File: src/rtl/div_pkg.sv
`default_nettype none
// ============================================================================
// Module   : div_pkg
// Brief    : Widths, saturation limits and FSM states for the div19sx8s divider
// Revision : 1.0
// ============================================================================
package div_pkg;

  localparam int DW   = 19;
  localparam int VW   = 8;
  localparam int QW   = 11;
  localparam int QMAX = 1023;
  localparam int QMIN = -1024;

  typedef enum logic [1:0] {
    IDLE = 2'd0,
    LOAD = 2'd1,
    DIV  = 2'd2,
    SIGN = 2'd3
  } state_t;

endpackage
`default_nettype wire

File: src/rtl/div_step.sv
`default_nettype none
// ============================================================================
// Module   : div_step
// Brief    : One combinational restoring-division iteration
// Revision : 1.0
// ============================================================================
module div_step #(
  parameter int VW = 8
) (
  input  logic [VW:0]   rem_i,
  input  logic          bit_i,
  input  logic [VW-1:0] dvs_i,
  output logic [VW:0]   rem_o,
  output logic          q_o
);

  logic [VW+1:0] shift;
  logic [VW+1:0] trial;

  // rem_i < dvs_i holds between iterations, so the trial MSB is a clean sign bit
  always_comb begin
    shift = {rem_i, bit_i};
    trial = shift - {2'b00, dvs_i};
    q_o   = ~trial[VW+1];
    rem_o = q_o ? trial[VW:0] : shift[VW:0];
  end

endmodule
`default_nettype wire

File: src/rtl/div19sx8s.sv
`default_nettype none
// ============================================================================
// Module   : div19sx8s
// Brief    : Sequential signed restoring divider, 19-bit / 8-bit -> 11-bit quotient
// Revision : 1.0
// ============================================================================
module div19sx8s #(
  parameter int DW = div_pkg::DW,
  parameter int VW = div_pkg::VW,
  parameter int QW = div_pkg::QW
) (
  input  logic          clk,
  input  logic          rst,
  input  logic          in_valid,
  output logic          in_ready,
  input  logic [DW-1:0] dividend,
  input  logic [VW-1:0] divisor,
  output logic          out_valid,
  output logic [QW-1:0] quotient,
  output logic [VW-1:0] remainder,
  output logic          div_by_zero,
  output logic          overflow
);

  import div_pkg::*;

  localparam int            CW        = $clog2(DW);
  localparam logic [CW-1:0] LAST_ITER = CW'(DW - 1);
  localparam logic [DW-1:0] POS_LIM   = DW'(QMAX);
  localparam logic [DW-1:0] NEG_LIM   = DW'(-QMIN);
  localparam logic [QW-1:0] SAT_POS   = QW'(QMAX);
  localparam logic [QW-1:0] SAT_NEG   = QW'(QMIN);

  state_t        state_q, state_d;
  logic [DW-1:0] dvd_q, dvd_d;
  logic [VW-1:0] dvs_q, dvs_d;
  logic [VW:0]   prem_q, prem_d;
  logic [CW-1:0] cnt_q, cnt_d;
  logic          qneg_q, qneg_d;
  logic          rneg_q, rneg_d;
  logic          dz_q, dz_d;
  logic [QW-1:0] quot_q, quot_d;
  logic [VW-1:0] rem_q, rem_d;
  logic          dzo_q, dzo_d;
  logic          ovf_q, ovf_d;
  logic          vld_q, vld_d;

  logic [VW:0]   step_rem;
  logic          step_q;
  logic          q_over;
  logic [QW-1:0] q_mag;

  div_step #(.VW(VW)) u_step (
    .rem_i (prem_q),
    .bit_i (dvd_q[DW-1]),
    .dvs_i (dvs_q),
    .rem_o (step_rem),
    .q_o   (step_q)
  );

  always_ff @(posedge clk) begin
    if (rst) state_q <= IDLE;
    else     state_q <= state_d;
  end

  always_comb begin
    state_d = state_q;
    case (state_q)
      IDLE:    if (in_valid) state_d = LOAD;
      LOAD:    state_d = DIV;
      DIV:     if (cnt_q == LAST_ITER) state_d = SIGN;
      SIGN:    state_d = IDLE;
      default: state_d = IDLE;
    endcase
  end

  // dvd_q holds the raw dividend, then its magnitude, and finally the quotient
  // magnitude as quotient bits are shifted in behind the consumed dividend bits.
  always_comb begin
    dvd_d  = dvd_q;
    dvs_d  = dvs_q;
    prem_d = prem_q;
    cnt_d  = cnt_q;
    qneg_d = qneg_q;
    rneg_d = rneg_q;
    dz_d   = dz_q;
    quot_d = quot_q;
    rem_d  = rem_q;
    dzo_d  = dzo_q;
    ovf_d  = ovf_q;
    vld_d  = 1'b0;
    q_over = qneg_q ? (dvd_q > NEG_LIM) : (dvd_q > POS_LIM);
    q_mag  = dvd_q[QW-1:0];
    case (state_q)
      IDLE: begin
        if (in_valid) begin
          dvd_d = dividend;
          dvs_d = divisor;
        end
      end
      LOAD: begin
        dvd_d  = dvd_q[DW-1] ? -dvd_q : dvd_q;
        dvs_d  = dvs_q[VW-1] ? -dvs_q : dvs_q;
        qneg_d = dvd_q[DW-1] ^ dvs_q[VW-1];
        rneg_d = dvd_q[DW-1];
        dz_d   = (dvs_q == '0);
        prem_d = '0;
        cnt_d  = '0;
      end
      DIV: begin
        dvd_d  = {dvd_q[DW-2:0], step_q};
        prem_d = step_rem;
        cnt_d  = cnt_q + 1'b1;
      end
      SIGN: begin
        vld_d = 1'b1;
        if (dz_q) begin
          quot_d = '0;
          rem_d  = '0;
          dzo_d  = 1'b1;
          ovf_d  = 1'b0;
        end else begin
          dzo_d  = 1'b0;
          ovf_d  = q_over;
          if (q_over) quot_d = qneg_q ? SAT_NEG : SAT_POS;
          else        quot_d = qneg_q ? -q_mag : q_mag;
          rem_d  = rneg_q ? -prem_q[VW-1:0] : prem_q[VW-1:0];
        end
      end
      default: ;
    endcase
  end

  always_ff @(posedge clk) begin
    if (rst) begin
      dvd_q  <= '0;
      dvs_q  <= '0;
      prem_q <= '0;
      cnt_q  <= '0;
      qneg_q <= 1'b0;
      rneg_q <= 1'b0;
      dz_q   <= 1'b0;
      quot_q <= '0;
      rem_q  <= '0;
      dzo_q  <= 1'b0;
      ovf_q  <= 1'b0;
      vld_q  <= 1'b0;
    end else begin
      dvd_q  <= dvd_d;
      dvs_q  <= dvs_d;
      prem_q <= prem_d;
      cnt_q  <= cnt_d;
      qneg_q <= qneg_d;
      rneg_q <= rneg_d;
      dz_q   <= dz_d;
      quot_q <= quot_d;
      rem_q  <= rem_d;
      dzo_q  <= dzo_d;
      ovf_q  <= ovf_d;
      vld_q  <= vld_d;
    end
  end

  assign in_ready    = (state_q == IDLE);
  assign out_valid   = vld_q;
  assign quotient    = quot_q;
  assign remainder   = rem_q;
  assign div_by_zero = dzo_q;
  assign overflow    = ovf_q;

endmodule
`default_nettype wire

File: config.mk
export PLATFORM = sky130hd
export DESIGN_NAME = div19sx8s
export DESIGN_NICKNAME = d
export VERILOG_FILES = /design/src/rtl/div_pkg.sv /design/src/rtl/div_step.sv /design/src/rtl/div19sx8s.sv
export SDC_FILE = /design/constraint.sdc
export NUM_CORES = 1
export LEC_CHECK = 0
export BUFFER_PORTS_ARGS = -buffer_cell sky130_fd_sc_hd__buf_4
export CORE_ASPECT_RATIO = 1.4
export CORE_MARGIN = 2
export CORE_UTILIZATION = 55
export CTS_BUF_LIST = sky130_fd_sc_hd__clkbuf_2 sky130_fd_sc_hd__clkbuf_4 sky130_fd_sc_hd__clkbuf_8
export CTS_CLUSTER_SIZE = 24
export DETAILED_ROUTE_END_ITERATION = 10
export PLACE_DENSITY = 0.79
export SKIP_LAST_GASP = 1
export SYNTH_ARGS = -nofsm -noshare
export SYNTH_HDL_FRONTEND = slang
export SYNTH_SLANG_ARGS = --single-unit
File: constraint.sdc
create_clock -name clk -period 2.25 [get_ports clk]
set_clock_uncertainty 0.1 [all_clocks]
set_input_delay 0.45 -clock clk [delete_from_list [all_inputs] [get_ports clk]]
set_output_delay 0.45 -clock clk [all_outputs]
set_load 0.02 [all_outputs]
==> results.tsv, run 1 <==
stage	metric	value	unit
place	RD Place Congestion	0.907	
synth	count leader, synth	nor2_1	
pwr	pwr dens	1450	nW/µm²
setup_path	Slowest cell on crit path	a2111oi_4	
setup_path	CP max stage delay	0.40	ns
synth	register area share after synthesis	32.5	%
setup_path	ordered list of cells on the worst path	inv_2 > ha_4 > inv_2 > fa_2 > a21oi_2 > o21ai_2 > a2111oi_4 > nor3_2 > a32oi_1 > nand3_1	
setup_path	most frequent CP cell	inv_2	
timing	final count of pins violating max slew	0	
route	DR WL/cell	16.0	µm
timing	Max-Slew Margin vs Limit	50.7	%
place	placed insts	695	
synth	largest family of logic cells by synthesized area	compound AO/OA/AOI/OAI gates	
synth	Post-Synth Simple-Gate Area	23.6	%
synth	most area-consuming cells after synthesis	dfxtp_1, nor2_1, ha_1	
timing	endpoints failing hold	0	
route	post-route ant nets	0	
global_routing	gr usage total	27.8	%
place	HPWL Detailed	8.29	mm
timing	Final Setup Violations	0	
route	vias per inst	6.11	
worst_hold_path	class of the worst hold path	in2reg	
final_layout	diode count	0	
synth	top_reg_cell synth	dfxtp_1	
global_routing	vias in the first global route	4316	
floorplan	Die X	77.7	µm
setup_path	Critical Path RT	2.37	ns
synth	Synth Register Bits	68	
run	max_cap viols	0	
route	via count	4356	
synth	Synth area leader	dfxtp_1	
route	first drt pass iteration count	5	
clocking	clk slew on worst S/H paths	0.08	ns
synth	adder-cell share of the synthesized area	6.16	%
synth	Synth Area in XOR/XNOR	5.65	%
floorplan	Die Height	107	µm
global_routing	grt ovf	0	
pwr	Leak	0.00222	µW
floorplan	Initial Utilization	56.8	%
synth	complex-gate fraction of the synthesized area	23.7	%
global_routing	largest net degree at the start of global routing	38	
floorplan	I/O Pins	53	
route	final routed DRC violation total	0	
synth	Ys Warns	0	
final_layout	fin cells	713	
final_layout	Area Overhead vs Synth	26.0	%
clocking	clk buf depth	2	
clocking	cts bufs inserted	9	
setup_path	Startpoint Class	register	
synth	Commonest cells post-synth	nor2_1, dfxtp_1, nand2_1	
synth	Mapped Area	4180	µm²
synth	Net Count, Synth	582	
synth	Synth cell types	60	
timing	RSZ-0062 raised after global routing	yes	
setup_path	R2R depth	10	
worst_hold_path	Min-Delay Path Depth	3	
clocking	Worst-Skew Late Latency	0.35	ns
timing	Final period util	99.1	%
floorplan	FP Rows	37	
timing	Least-Margin Pin Slew	0.737	ns
synth	synthesized area per cell	7.86	µm²
synth	post-synthesis mux area share	2.39	%
final_layout	fin nets	661	
route	final wirelength	11.4	mm
clocking	CTS Sinks	68	
synth	synthesized instance count	532	
floorplan	Die Area	8330	µm²
clocking	H-tree depth	3	
pwr	VDD IR max	877	µV
outcome	status	completed	
place	IO buf count	52	
floorplan	Std-Cell Core Area	7360	µm²
global_routing	initial antenna violation count	0	
pwr	total power	7670	µW
setup_path	crit path kind	reg2reg	
clocking	clock root cell	clkbuf_8	
final_layout	fillers	596	
global_routing	first-pass GRT wire length	18.7	mm
setup_path	Worst Path Arrival	2.36	ns
final_layout	share of cells above drive strength 1	25.8	%
timing	Tmin final	2.23	ns
synth	FFs w/ async S/R, synth	0	%
route	DR iter-0 viols	251	
synth	Post-synth EDFFs	0	
synth	post-synth top area share	32.5	%
clocking	CTS tree	built	
setup_path	Setup crit end kind	register	
timing	FMAX	448	MHz
setup_path	critical path peak fanout	2	
path summary, 6_finish.rpt:
check | start | to | slack [ns]
worst max-delay path | dvd_q[18]$_SDFFE_PP0P_ | prem_q[8]$_SDFFE_PP0N_ | 0.02
worst min-delay path | divisor[0] | dvs_q[0]$_SDFFE_PP0P_ | 0.26
worst max register to register | dvd_q[18]$_SDFFE_PP0P_ | prem_q[8]$_SDFFE_PP0N_ | 0.02
worst min register to register | quotient[10]$_SDFFE_PP0P_ | quotient[10]$_SDFFE_PP0P_ | 0.37
sequential cells by signal, indices dropped and copies added, names as in the netlist, 2 cells and up:
register	cells
cnt_q	5
dvd_q	19
dvs_q	8
prem_q	9
quotient	11
remainder	8
state_q	2
what timing repair did:
item | 4_1_cts | 5_1_grt
resized for setup | 3 | 31
pin swaps | 0 | 10
setup endpoints to repair | 11 | 22
hold endpoints to repair | 0 | 0
setup buffers | 0 | 2
hold buffers | 0 | 0
metrics by stage:
step | TNS, ns | util (%) | cell area, µm² | hold slack, ns | worst slack, ns
finish | 0 | 71.6 | 5270 | 0.258 | 0.0192
global route | -0.216 | 71.6 | 5270 | 0.266 | -0.0958
CTS | 0 | 70.0 | 5150 | 0.242 | 0.00941
detailed placement | -0.209 | 67.3 | 4960 | 0.363 | -0.0496
global placement | 0 | 67.3 | 4960 | 0.350 | 0.0421
floorplan | 0 | - | 4190 | 0.368 | 0.000345
cells by family after synthesis:
group | after synthesis
xor gates and xnor gates | 27
adders and majority gates | 20
DFF | 68
and+or+nand+nor | 208
muxes | 10
AOI/OAI and AO/OA | 137
buffers and inverters | 62
power breakdown:
part / total, µW / internal (µW) / switching, µW
Combinational: 4940 / 2280 / 2660
Clock: 922 / 428 / 494
Sequential: 1810 / 1480 / 332
worst max-delay path, delay by kind of cell (launching register included):
kind / cells / cell delay [ns]
AND/OR/NAND/NOR: 2 / 0.16
buffers and inverters: 2 / 0.11
AO/OA/AOI/OAI: 4 / 0.90
adder cells (fa/ha/maj): 2 / 0.52
flip-flops: 1 / 0.33
layer usage:
metal  GRT usage, %  vias to the layer above  part of all wire (%)
met5              0                        -                     0
met4           19.5                        0                   4.3
met3           4.88                       35                   5.8
met2           49.2                      191                    51
met1           29.6                     2058                    38
li1               -                     2072                     -
cells in the final DEF (no fill, tap or decap), types with 3 or more instances in the layout:
master      n
nand2b_1    8
o31ai_1     7
xnor2_1    22
mux2i_1    10
nor3_1     14
buf_4     101
dfxtp_1    64
nand2_1    41
a211oi_1    6
nand4_1     6
a21oi_1    21
xor2_1      5
nand3_1    20
nor4_1      3
clkbuf_8   10
clkinv_2    3
o311ai_0    5
ha_1       13
o211ai_1    3
a22oi_1    22
nor2_1     81
dfxtp_2     4
a311oi_1    3
or3_1       5
inv_1      23
and3_1     11
a221o_1    17
o21ai_0    22
inv_2       4
a21oi_2     3
ha_2        4
nor3_2      3
area by class of cell:
| type | instances | area [µm²] | share of cell area [%] |
|---|---|---|---|
| repair buffers | 103 | 798 | 15.1 |
| well taps | 97 | 121 | 2.30 |
| flip-flops and latches | 68 | 1370 | 25.9 |
| clock buffers | 10 | 138 | 2.61 |
| clock inverters | 6 | 40.0 | 0.760 |
| inverters | 27 | 101 | 1.92 |
| multi-input cells | 402 | 2710 | 51.3 |
Note: power is estimated with default switching activity, not from simulation.
==> inputs of run 2 (changes only) <==
CTS_BUF_LIST = sky130_fd_sc_hd__clkbuf_4   (was sky130_fd_sc_hd__clkbuf_2 sky130_fd_sc_hd__clkbuf_4 sky130_fd_sc_hd__clkbuf_8)
==> results.tsv, run 2 (synthesized netlist as in run 1, its figures left out) <==
stage	metric	value	unit
setup_path	Startpoint Class	register	
floorplan	Initial Utilization	56.8	%
pwr	VDD IR max	909	µV
route	via count	4398	
global_routing	initial antenna violation count	0	
outcome	violated checks	setup timing	
final_layout	diode count	0	
final_layout	Area Overhead vs Synth	25.7	%
pwr	switching portion of total power	46.6	%
pwr	Clock power frac	9.2	%
route	first drt pass iteration count	6	
place	RD Place Congestion	0.907	
clocking	CTS tree	built	
setup_path	crit path kind	reg2reg	
clocking	Worst-Skew Late Latency	0.45	ns
route	final routed DRC violation total	0	
setup_path	critical path peak fanout	2	
floorplan	Die X	77.7	µm
pwr	Leak	0.00222	µW
global_routing	met3 usage	4.71	%
final_layout	most flop-heavy register	dvd_q	
timing	setup TNS	-0.0696	ns
floorplan	I/O Pins	53	
timing	Final period util	103	%
route	DR iter-0 viols	317	
pwr	pwr dens	1450	nW/µm²
global_routing	GRT busiest layer	met2	
timing	FMAX	431	MHz
floorplan	Die Height	107	µm
route	DR WL/cell	16.5	µm
pwr	Reg power frac	23.8	%
final_layout	max reg flops	19	
timing	Max-Slew Margin vs Limit	51.0	%
place	dpl ws	-0.0496	ns
setup_path	Critical Path RT	2.48	ns
run	max_cap viols	0	
final_layout	commonest non-fill, non-tap cells in the layout	buf_4, nor2_1, dfxtp_1, nand2_1, inv_1	
global_routing	largest net degree at the start of global routing	38	
final_layout	fin nets	665	
pwr	Internal	4080	µW
place	HPWL Detailed	8.29	mm
clocking	CTS Sinks	68	
timing	Final Setup Violations	1	
global_routing	vias in the first global route	4294	
floorplan	FP Rows	37	
floorplan	Die Area	8330	µm²
timing	worst setup margin	-0.0696	ns
route	post-route ant nets	0	
timing	endpoints failing hold	0	
outcome	status	finished, violations left	
route	final wirelength	11.8	mm
clocking	cts bufs inserted	9	
final_layout	fillers	589	
timing	final count of pins violating max slew	0	
global_routing	gr usage total	28.2	%
timing	RSZ-0062 raised after global routing	yes	
route	vias per inst	6.13	
global_routing	GR Util met1	29.8	%
setup_path	Setup crit end kind	register	
final_layout	commonest non-fill, non-tap cell in the layout	buf_4	
clocking	clock root cell	clkbuf_4	
timing	Least-Margin Pin Slew	0.732	ns
clocking	clk buf depth	2	
floorplan	Std-Cell Core Area	7360	µm²
pwr	Comb pwr share	67.1	%
global_routing	grt ovf	0	
timing	Tmin final	2.32	ns
setup_path	Worst Path Arrival	2.55	ns
global_routing	first-pass GRT wire length	18.8	mm
global_routing	met2 usage	49.8	%
final_layout	share of cells above drive strength 1	26.9	%
worst_hold_path	class of the worst hold path	in2reg	
timing	Worst Hold Margin	0.149	ns
clocking	clk slew on worst S/H paths	0.12	ns
place	IO buf count	52	
clocking	H-tree depth	3	
pwr	Switch Pwr	3570	µW
-- run 2: cell count changes in the layout (fill, tap and decap cells not counted), sizes merged --
cell	change
clkinv	+1
buf	+4
clkbuf	-1
-- run 2: power groups by stage --
stage / Combinational, µW / Sequential (µW) / Clock (µW)
after floorplan: 3090 / 1750 / 0
after global placement: 4480 / 1790 / 0
after detailed placement: 4570 / 1810 / 0
after CTS: 4710 / 1780 / 714
after global routing: 5580 / 1850 / 750
final: 5130 / 1820 / 701
-- run 2: critical path, stage by stage, from the launching register on --
cell,delay [ns]
dfxtp_2,0.35
inv_2,0.07
ha_4,0.13
inv_2,0.04
fa_2,0.39
a21oi_2,0.21
o21ai_2,0.12
a2111oi_4,0.44
nor3_2,0.06
a32oi_1,0.19
nand3_1,0.10
-- run 2: timing repair --
item / CTS / global route
resized for setup: 4 / 38
setup buffers: 2 / 4
pin swaps: 2 / 13
gates cloned: 0 / 0
hold buffers: 0 / 0
setup endpoints to repair: 11 / 24
-- run 2: cell type report --
cell class / count / area, µm² / share of cell area, %
multi-input cells: 402 / 2720 / 51.8
flip-flops and latches: 68 / 1370 / 26.1
repair buffers: 107 / 832 / 15.8
well taps: 97 / 121 / 2.31
inverters: 27 / 101 / 1.93
clock buffers: 9 / 67.6 / 1.28
clock inverters: 7 / 43.8 / 0.833
-- run 2: worst paths after layout --
path,start,to,slack [ns],cells past startpoint
hold / removal,divisor[0],dvs_q[0]$_SDFFE_PP0P_,0.15,3
setup / recovery,dvd_q[18]$_SDFFE_PP0P_,prem_q[8]$_SDFFE_PP0N_,-0.07,10
hold reg to reg,remainder[7]$_SDFFE_PP0P_,remainder[7]$_SDFFE_PP0P_,0.38,2
setup reg to reg,dvd_q[18]$_SDFFE_PP0P_,prem_q[8]$_SDFFE_PP0N_,-0.07,10
-- run 2: stage by stage --
stage / utilization [%] / cell area (µm²) / power, µW / cells
after detailed placement: 67.3 / 4960 / 6380 / 695
after global placement: 67.3 / 4960 / 6260 / 695
after floorplan: - / 4190 / 4840 / 532
after global routing: 71.4 / 5260 / 8180 / 717
after CTS: 69.3 / 5100 / 7200 / 713
final: 71.4 / 5260 / 7650 / 717
-- run 2: metal layers --
metal | up-vias | share of wire (%)
met3 | 41 | 5.0
li1 | 2089 | -
met1 | 2096 | 39
met4 | 0 | 5.0
met5 | - | 0
met2 | 172 | 51
